File: config.mk
export PLATFORM = sky130hd
export DESIGN_NAME = frame_read_requester_flat
export DESIGN_NICKNAME = d
export VERILOG_FILES = /design/src/rtl/frame_read_requester_if.sv /design/src/rtl/frame_read_requester.sv /design/src/flat_wrapper.sv
export SDC_FILE = /design/constraint.sdc
export NUM_CORES = 1
export LEC_CHECK = 0
export BUFFER_PORTS_ARGS = -buffer_cell sky130_fd_sc_hd__buf_2
export CAP_MARGIN = 15
export CORE_ASPECT_RATIO = 0.75
export CORE_MARGIN = 1.5
export CORE_UTILIZATION = 55
export DETAILED_ROUTE_END_ITERATION = 8
export GPL_ROUTABILITY_DRIVEN = 1
export GPL_TIMING_DRIVEN = 0
export PLACE_DENSITY = 0.8
export SYNTH_ARGS = -nofsm -noshare
export SYNTH_HDL_FRONTEND = slang
export SYNTH_SLANG_ARGS = --single-unit
File: constraint.sdc
create_clock -name clk_in -period 3.2 [get_ports clk_in]
set_input_delay 0.32 -clock clk_in [delete_from_list [all_inputs] [get_ports clk_in]]
set_output_delay 0.32 -clock clk_in [all_outputs]
set_load 0.02 [all_outputs]
File: src/rtl/frame_read_requester_if.sv
// AXI4 read-address and read-data observation signals between the scanout
// read requester (master) and the DDR wrapper / read FIFO side (slave).
interface frame_read_requester_if #(
  parameter int ADDR_W = 27
);
  logic              s_axi_arvalid;
  logic              s_axi_arready;
  logic [ADDR_W-1:0] s_axi_araddr;
  logic              s_axi_rvalid;
  logic              s_axi_rready;
  logic [1:0]        s_axi_rresp;

  modport master (
    output s_axi_arvalid,
    output s_axi_araddr,
    input  s_axi_arready,
    input  s_axi_rvalid,
    input  s_axi_rready,
    input  s_axi_rresp
  );

  modport slave (
    input  s_axi_arvalid,
    input  s_axi_araddr,
    output s_axi_arready,
    output s_axi_rvalid,
    output s_axi_rready,
    output s_axi_rresp
  );
endinterface

File: src/rtl/frame_read_requester.sv
// Framebuffer scanout read requester: issues one single-beat AXI read per chunk,
// credit-limits in-flight reads and flags the final returned beat as TLAST.
// Optional READ_ERR_COUNT_EN adds a saturating count of error responses.
//
// state | meaning
// IDLE  | waiting for start_frame_in
// ISSUE | issuing read addresses for the frame, credit permitting
// DRAIN | all addresses sent, waiting for the final beat
module frame_read_requester #(
  parameter int FRAME_CHUNKS    = 7200,
  parameter int MAX_OUTSTANDING = 16,
  parameter int ADDR_W          = 27
) (
  input  logic                   clk_in,
  input  logic                   rst_in,
  input  logic                   start_frame_in,
  input  logic                   frame_select_in,
  output logic                   frame_out,
  output logic                   busy_out,
  output logic                   frame_done_out,
  output logic                   last_frame_chunk,
`ifdef READ_ERR_COUNT_EN
  output logic [15:0]            err_count_out,
`endif
  frame_read_requester_if.master axi
);

  localparam int IDX_W = (FRAME_CHUNKS > 1) ? $clog2(FRAME_CHUNKS) : 1;
  localparam int CNT_W = $clog2(MAX_OUTSTANDING + 1);
  localparam logic [IDX_W-1:0] LAST_IDX = IDX_W'(FRAME_CHUNKS - 1);
  localparam logic [CNT_W-1:0] MAX_CNT  = CNT_W'(MAX_OUTSTANDING);

  typedef enum logic [1:0] {IDLE, ISSUE, DRAIN} state_t;

  state_t           state;
  logic [IDX_W-1:0] ar_idx;
  logic [IDX_W-1:0] beat_idx;
  logic [CNT_W-1:0] outstanding;
  logic [CNT_W-1:0] outstanding_nxt;
  logic             arvalid_q;
  logic             ar_hs;
  logic             r_beat;
  logic             beat_ok;
  logic             final_beat;

  assign ar_hs      = arvalid_q && axi.s_axi_arready;
  assign r_beat     = axi.s_axi_rvalid && axi.s_axi_rready;
  // A beat with no read in flight is a protocol error and is not counted.
  assign beat_ok    = r_beat && (outstanding != '0);
  assign final_beat = beat_ok && (beat_idx == LAST_IDX);

  assign axi.s_axi_arvalid = arvalid_q;
  assign axi.s_axi_araddr  = ADDR_W'(ar_idx);
  assign last_frame_chunk  = axi.s_axi_rvalid && (beat_idx == LAST_IDX);

  always_comb begin
    outstanding_nxt = outstanding;
    if (ar_hs && !beat_ok)
      outstanding_nxt = outstanding + CNT_W'(1);
    else if (!ar_hs && beat_ok)
      outstanding_nxt = outstanding - CNT_W'(1);
  end

  always_ff @(posedge clk_in or posedge rst_in) begin
    if (rst_in) begin
      state          <= IDLE;
      ar_idx         <= '0;
      beat_idx       <= '0;
      outstanding    <= '0;
      arvalid_q      <= 1'b0;
      frame_out      <= 1'b0;
      busy_out       <= 1'b0;
      frame_done_out <= 1'b0;
    end else begin
      outstanding    <= outstanding_nxt;
      frame_done_out <= 1'b0;
      if (beat_ok)
        beat_idx <= beat_idx + 1'b1;

      case (state)
        IDLE: begin
          if (start_frame_in) begin
            state     <= ISSUE;
            frame_out <= frame_select_in;
            busy_out  <= 1'b1;
            ar_idx    <= '0;
            beat_idx  <= '0;
            arvalid_q <= (outstanding_nxt < MAX_CNT);
          end
        end
        ISSUE: begin
          if (ar_hs) begin
            if (ar_idx == LAST_IDX) begin
              state     <= DRAIN;
              arvalid_q <= 1'b0;
            end else begin
              ar_idx    <= ar_idx + 1'b1;
              arvalid_q <= (outstanding_nxt < MAX_CNT);
            end
          end else if (!arvalid_q) begin
            // A raised request is held until accepted; only raise on credit.
            arvalid_q <= (outstanding_nxt < MAX_CNT);
          end
        end
        DRAIN: begin
          arvalid_q <= 1'b0;
        end
        default: begin
          state     <= IDLE;
          arvalid_q <= 1'b0;
        end
      endcase

      if (final_beat) begin
        state          <= IDLE;
        busy_out       <= 1'b0;
        frame_done_out <= 1'b1;
        arvalid_q      <= 1'b0;
        beat_idx       <= '0;
      end
    end
  end

`ifdef READ_ERR_COUNT_EN
  always_ff @(posedge clk_in or posedge rst_in) begin
    if (rst_in)
      err_count_out <= '0;
    else if (beat_ok && (axi.s_axi_rresp != 2'b00) && (err_count_out != 16'hFFFF))
      err_count_out <= err_count_out + 16'd1;
  end
`else
  logic unused_rresp;
  assign unused_rresp = ^axi.s_axi_rresp;
`endif

  a_r_underflow: assert property (@(posedge clk_in) disable iff (rst_in)
    !(r_beat && (outstanding == '0)));

endmodule

File: src/flat_wrapper.sv
// flat-port wrapper written by rule: the top's interface ports become plain ports
module frame_read_requester_flat 
#(
  parameter int FRAME_CHUNKS    = 7200,
  parameter int MAX_OUTSTANDING = 16,
  parameter int ADDR_W          = 27
)
  (clk_in, rst_in, start_frame_in, frame_select_in, frame_out, busy_out, frame_done_out, last_frame_chunk, axi_s_axi_arvalid, axi_s_axi_araddr, axi_s_axi_arready, axi_s_axi_rvalid, axi_s_axi_rready, axi_s_axi_rresp);
  frame_read_requester_if #(.ADDR_W(ADDR_W)) axi_i ();
  input  logic clk_in;
  input  logic rst_in;
  input  logic start_frame_in;
  input  logic frame_select_in;
  output logic frame_out;
  output logic busy_out;
  output logic frame_done_out;
  output logic last_frame_chunk;
  output wire logic [$bits(axi_i.s_axi_arvalid)-1:0] axi_s_axi_arvalid;
  output wire logic [$bits(axi_i.s_axi_araddr)-1:0] axi_s_axi_araddr;
  input wire logic [$bits(axi_i.s_axi_arready)-1:0] axi_s_axi_arready;
  input wire logic [$bits(axi_i.s_axi_rvalid)-1:0] axi_s_axi_rvalid;
  input wire logic [$bits(axi_i.s_axi_rready)-1:0] axi_s_axi_rready;
  input wire logic [$bits(axi_i.s_axi_rresp)-1:0] axi_s_axi_rresp;
  assign axi_s_axi_arvalid = axi_i.s_axi_arvalid;
  assign axi_s_axi_araddr = axi_i.s_axi_araddr;
  assign axi_i.s_axi_arready = axi_s_axi_arready;
  assign axi_i.s_axi_rvalid = axi_s_axi_rvalid;
  assign axi_i.s_axi_rready = axi_s_axi_rready;
  assign axi_i.s_axi_rresp = axi_s_axi_rresp;
  frame_read_requester #(.FRAME_CHUNKS(FRAME_CHUNKS), .MAX_OUTSTANDING(MAX_OUTSTANDING), .ADDR_W(ADDR_W)) u_core (.clk_in(clk_in), .rst_in(rst_in), .start_frame_in(start_frame_in), .frame_select_in(frame_select_in), .frame_out(frame_out), .busy_out(busy_out), .frame_done_out(frame_done_out), .last_frame_chunk(last_frame_chunk), .axi(axi_i));
endmodule
Yosys cells after proc, flatten, opt, wreduce, memory -nomap -nowiden --
Cells that the tools add are included. Widths: inputs -> output; s select.
Cells by class: add/subtract/negate cells 4, order comparisons 1, eq/ne operators 11, multiplexer cells 25, reductions and logical operators 18
Operator list (number):
- $mux 13 | 7
- $add 13x1->13 const B | 2
- $eq 13x13->1 const B | 2
- $pmux 13 s2 | 1
- $mux 5 | 2
- $mux 1 | 9
- $mux 2 | 4
- $reduce_and 4->1 | 2
- $logic_and 1x1->1 | 7
- $ne 3x1->1 const B | 2
- $pmux 2 s3 | 1
- $reduce_bool 2->1 | 3
- $add 5x1->5 const B | 1
- $lt 5x5->1 const B | 1
- $reduce_bool 5->1 | 1
- $sub 5x1->5 const B | 1
- $ne 2x1->1 const B | 2
- $ne 2x2->1 const B | 2
- $reduce_and 2->1 | 2
- $ne 3x2->1 const B | 1
- $eq 2x1->1 const B | 1
- $eq 2x2->1 const B | 1
- $logic_not 1->1 | 2
- $logic_not 2->1 | 1
- $pmux 1 s2 | 1
Storage, ports and cells: bits in registers 37, output and inout port bits 32, logic and storage cells 67

Depth between registers and ports, before layout --
word-level depth 10, gate-level depth with buffers 12, depth with buffers taken out 11

Least setup slack after synthesis --
Ideal clock, no wire load.
path kind register to register, start reg u_core.outstanding[0], end reg u_core.arvalid_q, in the netlist u_core.axi.s_axi_arvalid, library setup time 0.086 ns, data arrival time 2.498 ns, data required time 3.114 ns, slack 0.615 ns, stages on the path, launching flop included 13, cell sequence dfrtp_1 > inv_1 > ha_1 > or4b_4 > and3_2 > buf_2 > inv_1 > ha_1 > nand2b_1 > o41ai_1 > xor2_1 > o21a_1 > nor3_1
On the way: longest elaborated chain between the ends 10, elaborated cells between the ends (all ways) 18, those cells by class add/sub (2); order compare (1); eq/ne (1); mux (8); reduce/logical (6)
Ends and longest elaborated chain:
- start: declaration | RTL line frame_read_requester.sv:38 | logic [CNT_W-1:0] outstanding;
- start signal: assignment | RTL line frame_read_requester.sv:75 | outstanding <= outstanding_nxt;
- branches (longest 4 deep; another with $sub 5x1->5)
- $mux 5 * | RTL line frame_read_requester.sv:58 | if (ar_hs && !beat_ok)
- net u_core.outstanding_nxt[4] | RTL line frame_read_requester.sv:39 | logic [CNT_W-1:0] outstanding_nxt;
- $lt 5x5->1 * | RTL line frame_read_requester.sv:88, frame_read_requester.sv:98, frame_read_requester.sv:102
- $mux 1, on equally long branches | RTL line frame_read_requester.sv:100, frame_read_requester.sv:93
- $mux 1 | RTL line frame_read_requester.sv:92 | if (ar_hs) begin
- $pmux 1 s2 * | RTL line frame_read_requester.sv:80 | case (state)
- $mux 1 * | RTL line frame_read_requester.sv:114 | if (final_beat) begin
- end signal: assignment | RTL line frame_read_requester.sv:88 | arvalid_q <= (outstanding_nxt < MAX_CNT);
- end signal: assignment | RTL line frame_read_requester.sv:98 | arvalid_q <= (outstanding_nxt < MAX_CNT);
- end signal: assignment | RTL line frame_read_requester.sv:102 | arvalid_q <= (outstanding_nxt < MAX_CNT);
- end: declaration | RTL line frame_read_requester.sv:40 | logic arvalid_q;
Mark *: on every way through the listed nets, which the timed path passes. The select of a mux whose other input is x is not followed. A chain may end at the register's enable or synchronous reset.

Worst setup path after layout --
Ends and elaborated chain as after synthesis.

==> reports/metrics.yaml <==
status: "finished, final reports clean"
drt-initial-drc-count: 60
post-route-period-util_pct: 90.4
wl_per_cell_um: 12.2
yosysWarnings: 0
critical_path_peak_fanout: 9
num-fill-cells: 302
cts_sinks: 37
synth.distinct_cells: 46
synth_top_family_by_area: "simple AND/OR/NAND/NOR gates"
die_h_um: 56.5
synthesis.area_sq_um: 2100
pre_cts_ws_ns: 0.343
slew_viol_final: 0
layout.nets: 277
hold_buffers: 0
hold_violations: 0
clk_transition_reported_paths_ns: 0.07
routed_wl_um: 3840
gr-max-usage-layer: "met2"
critPathKind: "flop to flop"
die-area_sq_um: 4200
drt-vias-per-instance: 5.05
use_met3_pct: 6.64
rsz0062_at_grt: "false"
ios: 41
drive_gt1_share_pct: 24.7
cts_buffer_depth: 2
antenna_cells: 0
cts_tree: "yes"
power_density_nw_per_um2: 652
synth_compound_area_share_pct: 8.11
start_util_pct: 57.3
cts-resized-gates: 0
grt-ovfl-total: 0
crit_arrival_ns: 3.11
p_leak_uw: 0.00123
setup_ws_ns: 0.306
groute.layer.met2.usage_pct: 29.7
fin_worst_skew_ns: 0.00435
routabilityCongestion: 0.809
period_needed_ns: 2.89
synth-edff-count: 0
root_buffer: "clkbuf_8"
gr-usage-all-layers_pct: 20.4
setup_viol: 0
synth_area_per_cell_sq_um: 9.67
clk-insertion-delay-late_ns: 0.29
tightest_slew_ns: 0.768
synthAdderAreaFrac_pct: 3.58
io_buffers: 24
firstDrtPassIters: 4
ys_ff_latch: 37
final_core_util_pct: 67.2
dp_hpwl_um: 2850
grt_start_max_net_pins: 21
fmax_mhz: 346
async_flop_share_pct: 100
htreeDepth: 2
fin_setup_tns_ns: 0
cp-start-kind: "flop"
synth_xor_area_share_pct: 8.77
drtAntennaViolNets: 0
hp-class: "input port to asynchronous set/reset pin"
post_cts_buffers: 0
antenna_found_initial: 0
critPathCaptureType: "flop"
rrSetupSlack_ns: 0.31
relSlewSlack_pct: 48.7
grt_pass1_vias: 1486
rows: 19
cap_violations: 0
cp.required_ns: 3.41
area_growth_pct: 17.3
drt_drc_violations_left: 0
yosys.area_share.simple_pct: 24.5
synthMuxAreaShare_pct: 1.55
use_met1_pct: 28.3
vias: 1592
grt_pass1_wl_um: 6440
die_w_um: 74.3
cts_buffers: 5
yosysSeqAreaShare_pct: 44.1
synthFlopType: "dfrtp_1"
vdd_drop_max_mv: 0.416
core_area_sq_um: 3660
synth_cells: 217
-- logic make-up (layout without fill, tap and decap cells) --
logic type,after synthesis,count (layout)
buf+inv,31,64
other cells,1,14
flops,37,37
simple gates,94,94
mux,3,3
xor+xnor,21,21
compound gates,24,24
fa+ha+maj,6,6
-- where the power goes --
part | total [uW] | leakage [uW] | internal [uW] | switching (uW)
combinational | 540 | 0.000698 | 234 | 306
sequential | 709 | 0.000475 | 581 | 128
clock | 357 | 0.0000542 | 195 | 162
total | 1610 | 0.00123 | 1010 | 596
-- registers in the layout (all words and copies together) (netlist names) --
| register | count |
|---|---|
| u_core.busy_out | 1 |
| u_core.beat_idx | 13 |
| u_core.outstanding | 5 |
| u_core.state | 2 |
| u_core.frame_done_out | 1 |
| u_core.frame_out | 1 |
| u_core.ar_idx | 13 |
| u_core.axi.s_axi_arvalid | 1 |
-- through the flow --
step	hold slack (ns)	instance area (sq um)	cells	power (uW)
floorplan	0.460	2150	230	1110
global placement	0.480	2330	306	1230
detailed placement	0.498	2360	307	1260
CTS	0.179	2460	315	1620
global route	0.238	2460	315	1720
finish	0.160	2460	315	1610
-- worst paths after layout --
path                                        from                       end  cells after the start
max                        u_core.outstanding[0]  u_core.axi.s_axi_arvalid                     12
min                                       rst_in          u_core.ar_idx[9]                      2
max reg2reg                u_core.outstanding[0]  u_core.axi.s_axi_arvalid                     12
min reg2reg                      u_core.busy_out           u_core.busy_out                      2
max in group asynchronous                 rst_in     u_core.outstanding[3]                      3
min in group clk_in              frame_select_in          u_core.frame_out                      2
-- worst max-delay path, stage by stage (launching register included) --
cell and delay [ns]:
dfrtp_1 0.43, inv_1 0.11, ha_1 0.20, or4b_4 0.51
and3_2 0.22, buf_2 0.17, inv_1 0.07, ha_1 0.28
nand2b_1 0.25, o41ai_1 0.10, xor2_1 0.17, o21a_1 0.19
nor3_1 0.11
-- layout by cell type (no fill, tap or decap), drive strengths merged, types with 2 or more instances in the layout --
cell and n:
a21oi 6, and3 5, and4 4, buf 43, clkbuf 9, conb 14, dfrtp 37, ha 6
inv 11, mux2 2, nand2 12, nand2b 2, nand3 12, nand4 9, nor2 32, nor3 5
nor4b 3, o21ai 5, o221ai 2, o41ai 2, or3 2, or4 3, xnor2 7, xor2 14
-- synthesized netlist by cell type, drive strengths merged (2+ instances only) --
cell    number  share of area (%)
a21oi        6                1.6
and3         5                1.6
and4         4                1.7
buf         18                6.9
clkbuf       2               0.36
dfrtp       37                 44
ha           6                3.6
inv         11                2.0
mux2         2                1.1
nand2       12                2.3
nand2b       2               0.60
nand3       12                3.1
nand4        9                2.7
nor2        32                5.7
nor3         5                1.2
nor4b        3                1.3
o21ai        5                1.2
o221ai       2               0.83
o41ai        2               0.83
or3          2               0.60
or4          3                1.3
xnor2        7                2.9
xor2        14                5.8
-- final cells by class --
class / count / area [sq um] / share of cell area [%]
Buffer: 20 / 151 / 6.15
Clock buffer: 7 / 96.3 / 3.91
Clock inverter: 1 / 5.00 / 0.203
Inverter: 11 / 41.3 / 1.68
Multi-Input combinational cell: 162 / 1030 / 41.8
Sequential cell: 37 / 926 / 37.6
Tap cell: 52 / 65.1 / 2.64
Timing Repair Buffer: 25 / 148 / 6.00
-- metal layers --
| layer | part of all wire [%] | up-vias | wire [um] |
|---|---|---|---|
| met3 | 4.2 | 4 | 163 |
| met2 | 44 | 32 | 1680 |
| met4 | 0.94 | 0 | 36 |
| li1 | - | 816 | - |
| met1 | 51 | 740 | 1950 |
| met5 | 0 | - | 0 |
No activity file was read; power rests on OpenSTA's default activity.
